[config.mk]
export PLATFORM = sky130hd
export DESIGN_NAME = instr_sequencer_flat
export DESIGN_NICKNAME = d
export VERILOG_FILES = /design/src/rtl/instr_sequencer_if.sv /design/src/rtl/instr_sequencer.sv /design/src/flat_wrapper.sv
export SDC_FILE = /design/constraint.sdc
export NUM_CORES = 1
export LEC_CHECK = 0
export CAP_MARGIN = 25
export CORE_MARGIN = 5
export CORE_UTILIZATION = 45
export DETAILED_ROUTE_END_ITERATION = 7
export PLACE_DENSITY = 0.88
export SYNTH_ARGS = -nofsm -noshare
export SYNTH_HDL_FRONTEND = slang
export SYNTH_SLANG_ARGS = --single-unit
[constraint.sdc]
create_clock -name clk -period 2.25 [get_ports clk]
set_input_delay 0.3375 -clock clk [delete_from_list [all_inputs] [get_ports clk]]
set_output_delay 0.3375 -clock clk [all_outputs]
set_load 0.05 [all_outputs]
[src/rtl/instr_sequencer_if.sv]
// instr_sequencer_if: groups the instruction-memory read bus and the
// decoder issue handshake driven by instr_sequencer.
//   master : the sequencer (drives the read strobe/address and the issued instruction)
//   slave  : the memory/decoder side (returns read data and accepts instructions)
interface instr_sequencer_if #(
   parameter int PC_W = 8
) ();
   logic            imem_rd;
   logic [PC_W-1:0] imem_addr;
   logic [15:0]     imem_rdata;
   logic [15:0]     instr;
   logic            instr_valid;
   logic            instr_ready;

   modport master (
      output imem_rd,
      output imem_addr,
      input  imem_rdata,
      output instr,
      output instr_valid,
      input  instr_ready
   );

   modport slave (
      input  imem_rd,
      input  imem_addr,
      output imem_rdata,
      input  instr,
      input  instr_valid,
      output instr_ready
   );
endinterface

[src/rtl/instr_sequencer.sv]
// instr_sequencer: multi-cycle fetch/issue controller for the 16-bit opcode
// decoder. It fetches from a synchronous instruction memory, presents each
// instruction through a valid/ready handshake and advances the PC.
// It intercepts HALT (opcode 111) in every build. It intercepts JMP (opcode 110)
// only when the macro INSTR_SEQ_JUMP_EN is defined. Without that macro,
// opcode 110 is issued like any other instruction.
module instr_sequencer #(
   parameter int PC_W = 8
) (
   input  logic                clk,
   input  logic                rst,
   input  logic                start,
   input  logic [PC_W-1:0]     start_addr,
   input  logic                stop,
   instr_sequencer_if.master   bus,
   output logic [PC_W-1:0]     pc,
   output logic                busy,
   output logic                halted,
   output logic [15:0]         retired
);

   typedef enum logic [2:0] {
      ST_IDLE,
      ST_FETCH,
      ST_WAIT,
      ST_ISSUE,
      ST_HALTED
   } state_t;

   localparam logic [PC_W-1:0] PC_ONE = {{(PC_W-1){1'b0}}, 1'b1};

   state_t      state;
   state_t      state_nxt;
   logic [15:0] instr_q;
   logic        is_halt;
   logic        is_jump;
   logic        start_ok;

   // stop wins over start when both are asserted in the same cycle
   assign start_ok = start && !stop;
   assign is_halt  = (bus.imem_rdata[15:13] == 3'b111);
`ifdef INSTR_SEQ_JUMP_EN
   assign is_jump  = (bus.imem_rdata[15:13] == 3'b110);
`else
   assign is_jump  = 1'b0;
`endif

   assign bus.imem_addr = pc;
   assign bus.instr     = instr_q;

   // State register
   always_ff @(posedge clk or posedge rst) begin
      if (rst) begin
         state <= ST_IDLE;
      end else begin
         state <= state_nxt;
      end
   end

   // Next-state selection: stop aborts every active state, and read data is classified in WAIT
   always_comb begin
      state_nxt = state;
      case (state)
         ST_IDLE: begin
            if (start_ok) begin
               state_nxt = ST_FETCH;
            end
         end
         ST_FETCH: begin
            state_nxt = stop ? ST_IDLE : ST_WAIT;
         end
         ST_WAIT: begin
            if (stop) begin
               state_nxt = ST_IDLE;
            end else if (is_halt) begin
               state_nxt = ST_HALTED;
            end else if (is_jump) begin
               state_nxt = ST_FETCH;
            end else begin
               state_nxt = ST_ISSUE;
            end
         end
         ST_ISSUE: begin
            if (stop) begin
               state_nxt = ST_IDLE;
            end else if (bus.instr_ready) begin
               state_nxt = ST_FETCH;
            end
         end
         ST_HALTED: begin
            if (stop) begin
               state_nxt = ST_IDLE;
            end else if (start) begin
               state_nxt = ST_FETCH;
            end
         end
         default: state_nxt = ST_IDLE;
      endcase
   end

   // Status and strobe outputs depend only on the registered state
   always_comb begin
      bus.imem_rd     = 1'b0;
      bus.instr_valid = 1'b0;
      busy            = 1'b0;
      halted          = 1'b0;
      case (state)
         ST_FETCH: begin
            bus.imem_rd = 1'b1;
            busy        = 1'b1;
         end
         ST_WAIT: begin
            busy = 1'b1;
         end
         ST_ISSUE: begin
            bus.instr_valid = 1'b1;
            busy            = 1'b1;
         end
         ST_HALTED: begin
            halted = 1'b1;
         end
         default: begin
         end
      endcase
   end

   // Datapath: PC, the issued instruction and the saturating retired-instruction counter
   always_ff @(posedge clk or posedge rst) begin
      if (rst) begin
         pc      <= '0;
         instr_q <= '0;
         retired <= '0;
      end else begin
         case (state)
            ST_IDLE, ST_HALTED: begin
               if (start_ok) begin
                  pc      <= start_addr;
                  retired <= '0;
               end
            end
            ST_WAIT: begin
               if (!stop && !is_halt) begin
                  if (is_jump) begin
                     pc <= bus.imem_rdata[PC_W-1:0];
                  end else begin
                     instr_q <= bus.imem_rdata;
                  end
               end
            end
            ST_ISSUE: begin
               if (bus.instr_ready) begin
                  pc <= pc + PC_ONE;
                  if (retired != 16'hFFFF) begin
                     retired <= retired + 16'd1;
                  end
               end
            end
            default: begin
            end
         endcase
      end
   end

endmodule

[src/flat_wrapper.sv]
// flat-port wrapper written by rule: the top's interface ports become plain ports
module instr_sequencer_flat 
#(
   parameter int PC_W = 8
)
  (clk, rst, start, start_addr, stop, pc, busy, halted, retired, bus_imem_rd, bus_imem_addr, bus_imem_rdata, bus_instr, bus_instr_valid, bus_instr_ready);
  instr_sequencer_if #(.PC_W(PC_W)) bus_i ();
  input  logic clk;
  input  logic rst;
  input  logic start;
  input  logic [PC_W-1:0] start_addr;
  input  logic stop;
  output logic [PC_W-1:0] pc;
  output logic busy;
  output logic halted;
  output logic [15:0] retired;
  output wire logic [$bits(bus_i.imem_rd)-1:0] bus_imem_rd;
  output wire logic [$bits(bus_i.imem_addr)-1:0] bus_imem_addr;
  input wire logic [$bits(bus_i.imem_rdata)-1:0] bus_imem_rdata;
  output wire logic [$bits(bus_i.instr)-1:0] bus_instr;
  output wire logic [$bits(bus_i.instr_valid)-1:0] bus_instr_valid;
  input wire logic [$bits(bus_i.instr_ready)-1:0] bus_instr_ready;
  assign bus_imem_rd = bus_i.imem_rd;
  assign bus_imem_addr = bus_i.imem_addr;
  assign bus_i.imem_rdata = bus_imem_rdata;
  assign bus_instr = bus_i.instr;
  assign bus_instr_valid = bus_i.instr_valid;
  assign bus_i.instr_ready = bus_instr_ready;
  instr_sequencer #(.PC_W(PC_W)) u_core (.clk(clk), .rst(rst), .start(start), .start_addr(start_addr), .stop(stop), .bus(bus_i), .pc(pc), .busy(busy), .halted(halted), .retired(retired));
endmodule
==> metrics.yaml <==
detailed_routing:
  antenna_left: 0
  drt_first_iter_violations: 131
  wl_per_cell_um: 15.3
  num_vias: 2022
  viasPerCell: 5.48
  drc: 0
  firstDrtPassIters: 4
  wirelength_um: 5630
floorplanning:
  rows: 25
  ios: 81
  die_area_um2: 6440
  fp.coreArea_um2: 4750
  start_util_pct: 46.7
  die_w_um: 80.3
  die_y_um: 80.3
worst_setup_path:
  crit_path_top_delay_cell: "clkdlybuf4s50_1"
  cp.arrival_ns: 1.82
  path_class: "flop to primary output"
  path_cells: "nor2_1 -> nor2_1 -> clkdlybuf4s50_1"
  endpoint_kind: "primary output"
  reg2reg_from: "u_core.retired[4]"
  rrSetupSlack_ns: 0.38
  crit_start: "u_core.state[1]"
  crit_top_cell: "nor2_1"
  critical_path.max_stage_delay_ns: 0.82
  start_kind: "flop"
  cp.required_ns: 1.91
  r2r_end: "u_core.retired[6]"
  r2r_cells: 5
  worst-path-max-fanout: 10
sta:
  slew_headroom_pct: 53.7
  worst_slew_pin_slew_ns: 0.691
  drv_slew: 0
  worst_hold_slack_ns: 0.418
  rsz0062_at_grt: "false"
  skew_ns: 0.00760
  finalHoldViolCount: 0
  setup_viol: 0
  fin_crit_ns: 2.16
  timing.setup.tns_ns: 0
  fin_crit_sh_pct: 95.8
  max_freq_ghz: 0.464
  fin_ws_ns: 0.0948
place:
  dp_hpwl_um: 4150
  port_buffers: 80
  pre_cts_slack_ns: 0.278
  gp_congestion: 0.878
worst_hold_path:
  hp-class: "input port to asynchronous set/reset pin"
logic_synthesis:
  avgSynthCellArea_um2: 9.66
  synth_cell_types: 44
  ys_ff_latch: 43
  synth_edf_count: 0
  synth_top_family_by_area: "compound AO/OA/AOI/OAI gates"
  syn-num-nets: 261
  synth_fa_ha_area_share_pct: 1.13
  async_reset_ff_share_pct: 100
  seq_area_frac_synth_pct: 48.5
  synthSimpleGateAreaFrac_pct: 17.7
  synth_warnings: 0
  netlist_instances: 230
  synthMuxAreaShare_pct: 7.10
  synth-compound-area-share_pct: 18.8
  syn_area_um2: 2220
  synth_flop_cell: "dfrtp_1"
  synth-xor-area-share_pct: 0
global_routing:
  grt_pass1_vias: 2027
  grt_pass1_wl_um: 9270
  grt_max_degree: 33
  overflow: 0
  grt_antenna_before_repair: 0
  grt_usage_pct: 18.3
cells_and_area:
  nets: 332
  drive_above_1_share_pct: 11.9
  fin_util_pct: 65.3
  multi_input_area_um2: 993
  areaGrowthSynthToFinish_pct: 39.8
  regArea_um2: 1080
  diodes: 0
  fillers: 393
power:
  p_per_area_nw_per_um2: 1000
  power_w: 0.00312
  peakVddDrop_mv: 0.779
  power_leakage_nw: 1.27
clock_tree:
  clock_path_buffers: 2
  cts_tree: "built"
  htree_levels: 2
  cts_sinks: 43
  root_buffer: "clkbuf_8"
  clk_latency_ns: 0.30
  cts_resized: 0
  cts_buffers: 5
  hold_buffers: 0
  clkTransAtPathRegs_ns: 0.08
  postCtsSetupBuffers: 0
run_status:
  status: "finished clean"
run:
  maxCapViolCount: 0
[cell usage in the layout (no fill, tap or decap), types with 2 or more instances in the layout]
| master | synthesis | final |
|---|---|---|
| clkdlybuf4s50_1 | 0 | 77 |
| dfrtp_1 | 43 | 43 |
| nor2_1 | 22 | 22 |
| nand2_1 | 21 | 21 |
| o21ai_0 | 20 | 20 |
| a21oi_1 | 16 | 16 |
| mux2_2 | 14 | 14 |
| nand3_1 | 10 | 10 |
| o31ai_1 | 8 | 8 |
| a31oi_1 | 8 | 8 |
| buf_4 | 10 | 8 |
| clkbuf_8 | 0 | 5 |
| inv_1 | 4 | 4 |
| o21ai_1 | 4 | 4 |
| nand4_1 | 3 | 3 |
| nor3_1 | 3 | 3 |
| and3_1 | 2 | 2 |
| o22a_1 | 2 | 2 |
| nand2b_1 | 2 | 2 |
| and4_1 | 2 | 2 |
| and2_1 | 2 | 2 |
| ha_1 | 2 | 2 |
[synth_stat cells (2+ instances only)]
master / count / area [um2]
inv_1: 4 / 15.0
a21oi_1: 16 / 80.1
o22a_1: 2 / 17.5
nand2_1: 21 / 78.8
o31ai_1: 8 / 60.1
nor3_1: 3 / 15.0
buf_4: 10 / 75.1
o21ai_0: 20 / 100
and3_1: 2 / 12.5
ha_1: 2 / 25.0
nand2b_1: 2 / 12.5
dfrtp_1: 43 / 1080
o21ai_1: 4 / 20.0
and2_1: 2 / 12.5
nand4_1: 3 / 18.8
and4_1: 2 / 17.5
nand3_1: 10 / 50.1
mux2_2: 14 / 158
clkbuf_1: 3 / 11.3
a31oi_1: 8 / 50.1
buf_2: 7 / 35.0
nor2_1: 22 / 82.6
[metrics by stage]
stage | cell area [um2] | std cells
2_1_floorplan | 2220 | 230
3_3_place_gp | 3020 | 361
3_5_place_dp | 3020 | 361
4_1_cts | 3100 | 369
5_1_grt | 3100 | 369
6_report | 3100 | 369
[state kept, by name (all words and copies together), names as in the netlist]
signal                count
u_core.bus.instr         16
u_core.state              3
u_core.bus.imem_addr      8
u_core.retired           16
[critical path: cells and delay by family, from the launching register on]
kind / cells / cell delay [ns]
and+or+nand+nor: 2 / 0.20
buffers and inverters: 1 / 0.82
DFF: 1 / 0.51
[kinds of logic (layout without fill, tap and decap cells)]
logic type / after synthesis / count (layout)
and+or+nand+nor: 77 / 77
buffers and inverters: 26 / 98
muxes: 14 / 14
AOI/OAI and AO/OA: 68 / 68
DFF: 43 / 43
adders and majority gates: 2 / 2
[per-layer routing]
metal	up-vias	GRT usage (%)	routed length (um)
li1	968	-	-
met1	971	20.7	2250
met2	77	30.2	2650
met3	6	9.64	673
met4	0	4.73	55
met5	-	0	0
[report_power, final]
part           total [W]  switching (W)  internal, W
Combinational    0.00156        0.00101     0.000544
Sequential       0.00108       0.000133     0.000945
Clock           0.000482       0.000265     0.000217
[area by class of cell]
class / count / area share (%)
Sequential cell: 43 / 34.7
Timing Repair Buffer: 86 / 27.4
Inverter: 4 / 0.484
Clock inverter: 2 / 0.403
Clock buffer: 6 / 2.34
Multi-Input combinational cell: 161 / 32.0
Tap cell: 67 / 2.70
[worst max-delay path by stage]
stage / to / slack [ns] / depth (start not counted)
final: busy / 0.09 / 3
after global routing: busy / 0.006 / 3
after CTS: busy / 0.08 / 3
after detailed placement: u_core.retired[6] / 0.28 / 5
after global placement: u_core.retired[5] / 0.33 / 5
after floorplan: u_core.retired[9] / 0.23 / 7
(Power assumes the default switching activity.)
